$ cat config.mk
export PLATFORM = sky130hd
export DESIGN_NAME = outport_uart_tx
export DESIGN_NICKNAME = d
export VERILOG_FILES = /design/src/rtl/outport_uart_tx.sv
export SDC_FILE = /design/constraint.sdc
export NUM_CORES = 1
export LEC_CHECK = 0
export BUFFER_PORTS_ARGS = -buffer_cell sky130_fd_sc_hd__clkbuf_2
export CAP_MARGIN = 20
export CELL_PAD_IN_SITES_DETAIL_PLACEMENT = 1
export CELL_PAD_IN_SITES_GLOBAL_PLACEMENT = 1
export CORE_MARGIN = 8
export CORE_UTILIZATION = 45
export CTS_BUF_LIST = sky130_fd_sc_hd__clkbuf_16
export CTS_CLUSTER_DIAMETER = 50
export CTS_CLUSTER_SIZE = 25
export DETAILED_ROUTE_END_ITERATION = 8
export PLACE_DENSITY_LB_ADDON = 0.1
export REMOVE_ABC_BUFFERS = 1
export SYNTH_ARGS = -nofsm -noshare
export SYNTH_HDL_FRONTEND = slang
export SYNTH_SLANG_ARGS = --single-unit
$ cat constraint.sdc
create_clock -name i_clk -period 8.9 [get_ports i_clk]
set_input_delay 0.89 -clock i_clk [delete_from_list [all_inputs] [get_ports i_clk]]
set_output_delay 0.89 -clock i_clk [all_outputs]
set_load 0.005 [all_outputs]
$ cat src/rtl/outport_uart_tx.sv
// Byte-wide transmit UART behind a 9x8 core outport: a small FIFO feeding an
// 8N1/8N2 serialiser whose bit time is set by G_BAUD_DIV.
module outport_uart_tx #(
    parameter int G_BAUD_DIV   = 868,
    parameter int G_FIFO_DEPTH = 16,
    parameter int G_NSTOP      = 1
) (
    input  logic       i_clk,
    input  logic       i_rst,
    input  logic       i_wr,
    input  logic [7:0] i_data,
    output logic       o_full,
    output logic       o_busy,
    output logic       o_overflow,
    output logic       o_tx
);

    localparam int         AW          = $clog2(G_FIFO_DEPTH);
    localparam logic [AW:0] DEPTH_C    = (AW + 1)'(G_FIFO_DEPTH);
    localparam logic [AW:0] COUNT_ZERO = {(AW + 1){1'b0}};
    localparam logic [15:0] BAUD_RELOAD = 16'(G_BAUD_DIV - 1);
    localparam logic [2:0]  STOP_LAST   = 3'(G_NSTOP - 1);

    localparam logic [1:0] ST_IDLE  = 2'd0;
    localparam logic [1:0] ST_START = 2'd1;
    localparam logic [1:0] ST_DATA  = 2'd2;
    localparam logic [1:0] ST_STOP  = 2'd3;

    logic [7:0]    mem_r [G_FIFO_DEPTH];
    logic [AW-1:0] wr_ptr_r;
    logic [AW-1:0] rd_ptr_r;
    logic [AW:0]   count_r;
    logic [1:0]    state_r;
    logic [15:0]   baud_cnt_r;
    logic [2:0]    bit_idx_r;
    logic [7:0]    shift_r;
    logic          tx_r;
    logic          overflow_r;

    logic full_s;
    logic empty_s;
    logic bit_end_s;
    logic push_s;
    logic pop_s;

    // FIFO status and end-of-bit decode from registered state
    always_comb begin
        full_s    = (count_r == DEPTH_C);
        empty_s   = (count_r == COUNT_ZERO);
        bit_end_s = (baud_cnt_r == 16'd0);
    end

    // Accept a write only when there was room before this edge
    always_comb begin
        push_s = 1'b0;
        if (i_wr && !full_s && !i_rst) begin
            push_s = 1'b1;
        end else begin
            push_s = 1'b0;
        end
    end

    // Pop when leaving IDLE or at the last stop-bit cycle with data waiting
    always_comb begin
        pop_s = 1'b0;
        case (state_r)
            ST_IDLE: pop_s = !empty_s;
            ST_STOP: pop_s = bit_end_s && (bit_idx_r == STOP_LAST) && !empty_s;
            default: pop_s = 1'b0;
        endcase
    end

    // Status outputs read as zero while reset is held
    always_comb begin
        o_full = 1'b0;
        o_busy = 1'b0;
        if (i_rst) begin
            o_full = 1'b0;
            o_busy = 1'b0;
        end else begin
            o_full = full_s;
            o_busy = (state_r != ST_IDLE) || !empty_s;
        end
    end

    // FIFO storage; contents need no reset because the pointers do
    always_ff @(posedge i_clk) begin
        if (push_s) begin
            mem_r[wr_ptr_r] <= i_data;
        end
    end

    // FIFO pointers, occupancy and the sticky overflow flag
    always_ff @(posedge i_clk) begin
        if (i_rst) begin
            wr_ptr_r   <= {AW{1'b0}};
            rd_ptr_r   <= {AW{1'b0}};
            count_r    <= COUNT_ZERO;
            overflow_r <= 1'b0;
        end else begin
            if (push_s) begin
                wr_ptr_r <= wr_ptr_r + 1'b1;
            end
            if (pop_s) begin
                rd_ptr_r <= rd_ptr_r + 1'b1;
            end
            case ({push_s, pop_s})
                2'b10:   count_r <= count_r + 1'b1;
                2'b01:   count_r <= count_r - 1'b1;
                default: count_r <= count_r;
            endcase
            if (i_wr && full_s) begin
                overflow_r <= 1'b1;
            end
        end
    end

    // Serialiser: start bit, 8 data bits LSB first, G_NSTOP stop bits
    always_ff @(posedge i_clk) begin
        if (i_rst) begin
            state_r    <= ST_IDLE;
            baud_cnt_r <= 16'd0;
            bit_idx_r  <= 3'd0;
            shift_r    <= 8'd0;
            tx_r       <= 1'b1;
        end else begin
            case (state_r)
                ST_IDLE: begin
                    tx_r <= 1'b1;
                    if (!empty_s) begin
                        shift_r    <= mem_r[rd_ptr_r];
                        state_r    <= ST_START;
                        tx_r       <= 1'b0;
                        baud_cnt_r <= BAUD_RELOAD;
                        bit_idx_r  <= 3'd0;
                    end
                end
                ST_START: begin
                    if (bit_end_s) begin
                        state_r    <= ST_DATA;
                        tx_r       <= shift_r[0];
                        bit_idx_r  <= 3'd0;
                        baud_cnt_r <= BAUD_RELOAD;
                    end else begin
                        baud_cnt_r <= baud_cnt_r - 16'd1;
                    end
                end
                ST_DATA: begin
                    if (bit_end_s) begin
                        baud_cnt_r <= BAUD_RELOAD;
                        if (bit_idx_r == 3'd7) begin
                            state_r   <= ST_STOP;
                            tx_r      <= 1'b1;
                            bit_idx_r <= 3'd0;
                        end else begin
                            bit_idx_r <= bit_idx_r + 3'd1;
                            tx_r      <= shift_r[bit_idx_r + 3'd1];
                        end
                    end else begin
                        baud_cnt_r <= baud_cnt_r - 16'd1;
                    end
                end
                ST_STOP: begin
                    if (bit_end_s) begin
                        // bit_idx_r counts stop bits here
                        if (bit_idx_r == STOP_LAST) begin
                            bit_idx_r <= 3'd0;
                            if (!empty_s) begin
                                shift_r    <= mem_r[rd_ptr_r];
                                state_r    <= ST_START;
                                tx_r       <= 1'b0;
                                baud_cnt_r <= BAUD_RELOAD;
                            end else begin
                                state_r <= ST_IDLE;
                            end
                        end else begin
                            bit_idx_r  <= bit_idx_r + 3'd1;
                            baud_cnt_r <= BAUD_RELOAD;
                        end
                    end else begin
                        baud_cnt_r <= baud_cnt_r - 16'd1;
                    end
                end
                default: begin
                    state_r <= ST_IDLE;
                    tx_r    <= 1'b1;
                end
            endcase
        end
    end

    assign o_tx       = tx_r;
    assign o_overflow = overflow_r;

endmodule

==> reports/results.txt <==
Status: completed
Final Non-Filler Cells: 769
Crit path time final: 3.493 ns
Syn avg cell area: 14.57 um2
Clk_skew: 0.02134 ns
Switching pwr: 0.8881 mW
Num rows: 47
Worst slew margin: 0.4258
Antenna diodes: 0
Starting Density: 0.4594
Post-Synth Adder-Cell Area: 0.02792
RSZ-0062 raised after global routing: no
Port Buffer Count: 14
CTS HTree Levels: 4
Crit path kind: reg2reg
Top-level I/O count: 15
Gr usage total: 0.1593
Gpl congestion: 0.8314
Fin crit share: 0.3925
Height of the chip: 146.1 um
Maximum clock frequency: 286.3 MHz
Most frequent cells in the layout: edfxtp_1 (128), nor2_1 (65), dfxtp_1 (47)
# resized after CTS: 0
CP arrival: 3.81 ns
Complex-gate fraction of the synthesized area: 0.06504
TritonRoute pass-1 iters: 6
Initial antenna violation count: 0
Area of the core: 0.01658 mm2
Root buffer cell: clkbuf_16
Vias per cell: 5.573
Slew @ Worst Pin: 0.8582 ns
Final setup violation count: 0
Multi-input combinational cell area: 0.002643 mm2
Hold crit path type: reg2reg
Largest family of logic cells by synthesized area: multiplexers
Clock slew at reported path FFs: 0.07 ns
Int Power: 1.663 mW
Dominant synthesized flop cell: edfxtp_1
Die ar.: 0.02135 mm2
CP Launch Type: register
Pwr/cell area: 299.9 mW/mm2
Synth Register Bits: 176
Total grt overflow: 0
Die width: 146.1 um
Final-report max-slew violation count: 0
Fill count: 1643
YS warnings: 0
Antenna Nets Post-Route: 0
Vias in the first global route: 4575
Largest fanout on the critical path: 10
DRC Markers: 0
Clock sinks: 176
Sequential cell area fraction in the yosys report: 0.6306
Worst vdd ir: 0.0001780 V
Ratio of cells with drive above 1 in the final layout: 0.2058
Data required, critical path: 9.22 ns
Leak pwr: 2.783 nW
Initial DRC count: 342
CTS Buffer Depth: 2
Post-Syn Area: 0.007619 mm2
WL/cell: 21.05 um
Synth Area in Simple Gates: 0.09985
Final wirelength: 16190 um
Global-route wire length before repair: 26040 um
Detail Placement HPWL: 10930 um
Placed cell count: 737
Register area: 0.004806 mm2
Tot Pwr: 2.552 mW
CTS tree: built
P&R area growth vs syn: 11.66%
Sw frac: 0.3481
Vias: 4286
Largest net degree at the start of global routing: 56
Post-CTS Hold Buffers: 0
Post-synth ARST share: 0
Setup Fix Bufs, Post-CTS: 0
Clk_lat worst skew: 0.43 ns
Max-cap violation count: 0
Commonest non-fill, non-tap cell in the layout: edfxtp_1
Clock power share: 0.292
Cells after Synth: 523
Synth Area in XOR/XNOR: 0.01380
Num CTS Buffers: 17
Final net count: 564
Post-synth EDFFs: 128
Setup TNS: 0 ns
Seq pwr share: 0.400
Hold Vio Cnt, Final: 0
Worst setup EP type: register
Cell variety after synth: 60
Post-synthesis mux area share: 0.1403
Combinational share of power: 0.308
==> critical path: stages, from the launching register on <==
cell	delay, ns
dfxtp_1	0.34
inv_1	0.08
ha_1	0.20
nor3b_2	0.35
nand4_2	0.33
o21a_2	0.32
inv_2	0.14
ha_1	0.36
xor2_1	0.18
ha_1	0.23
nand2_1	0.07
o211ai_1	0.18
a21oi_1	0.07
a221oi_2	0.20
mux2_1	0.34
==> final timing paths <==
kind,startpoint,to,slack (ns),cells after the start
max,baud_cnt_r[0],count_r[4],5.41,14
min reg2reg,o_tx,o_tx,0.49,1
max reg2reg,baud_cnt_r[0],count_r[4],5.41,14
min,o_tx,o_tx,0.49,1
==> power by group through the flow <==
stage | Sequential, mW | Clock (mW) | Combinational (mW)
global route | 1.03 | 0.795 | 0.883
floorplan | 1.04 | 0 | 0.587
detailed placement | 1.04 | 0 | 0.790
finish | 1.02 | 0.744 | 0.786
CTS | 1.02 | 0.764 | 0.797
global placement | 1.04 | 0 | 0.771
==> per-stage QoR <==
stage | hold slack (ns) | instance area, um2 | setup WS [ns] | utilization
floorplan | 0.4439 | 7500 | 5.688 | -
global placement | 0.4486 | 7899 | 5.466 | 0.4763
finish | 0.4895 | 8507 | 5.407 | 0.5130
global route | 0.5325 | 8507 | 5.119 | 0.5130
CTS | 0.4916 | 8507 | 5.405 | 0.5130
detailed placement | 0.4709 | 7904 | 5.390 | 0.4766
==> flip-flops by register name (all words and copies together), names as in the netlist, named ones only <==
register and count:
mem_r 128, baud_cnt_r 16, shift_r 8, count_r 5
rd_ptr_r 4, wr_ptr_r 4, bit_idx_r 3, state_r 2
o_overflow 1, o_tx 1
==> cell type report <==
cell class | instances | share of cell area
Clock buffer | 17 | 0.05001
Clock inverter | 15 | 0.02089
Inverter | 14 | 0.006177
Multi-Input combinational cell | 305 | 0.3106
Sequential cell | 176 | 0.5649
Tap cell | 220 | 0.03236
Timing Repair Buffer | 22 | 0.01500
==> synth_stat cells (all sizes together), types with 2 or more instances <==
master / number / area, um2
a211oi: 7 / 65.06
mux2: 2 / 22.52
edfxtp: 128 / 3844
mux2i: 10 / 100.1
buf: 9 / 47.54
nand2: 25 / 93.84
and2: 2 / 12.51
o21a: 4 / 31.28
a221oi: 2 / 23.77
o221ai: 2 / 17.52
nor3b: 4 / 35.03
nand3: 4 / 20.02
nor2: 66 / 250.2
nor2b: 5 / 31.28
nand2b: 8 / 50.05
xnor2: 5 / 43.79
nand4: 5 / 37.53
o21ai: 9 / 45.04
ha: 17 / 212.7
a21oi: 31 / 155.2
dfxtp: 48 / 960.9
or3: 2 / 12.51
o211ai: 2 / 15.01
a31oi: 2 / 12.51
clkbuf: 19 / 71.32
inv: 14 / 52.55
xor2: 7 / 61.31
nor4: 5 / 73.82
nor3: 12 / 60.06
a311oi: 7 / 61.31
nand3b: 3 / 22.52
mux4: 42 / 945.9
==> metal layers <==
layer	track usage	routed length (um)
met1	0.2190	7900
met2	0.2491	7698
met3	0.03523	502
met4	0.04688	86
met5	0	0
==> cell families (layout without fill, tap and decap cells) <==
logic type,count (synthesis),count (layout)
flip-flops,176,176
buffers and inverters,42,68
adder cells (fa/ha/maj),17,17
AND/OR/NAND/NOR,148,148
multiplexers,54,54
AO/OA/AOI/OAI,74,74
XOR/XNOR,12,12
Note: power is estimated with default switching activity, not from simulation.
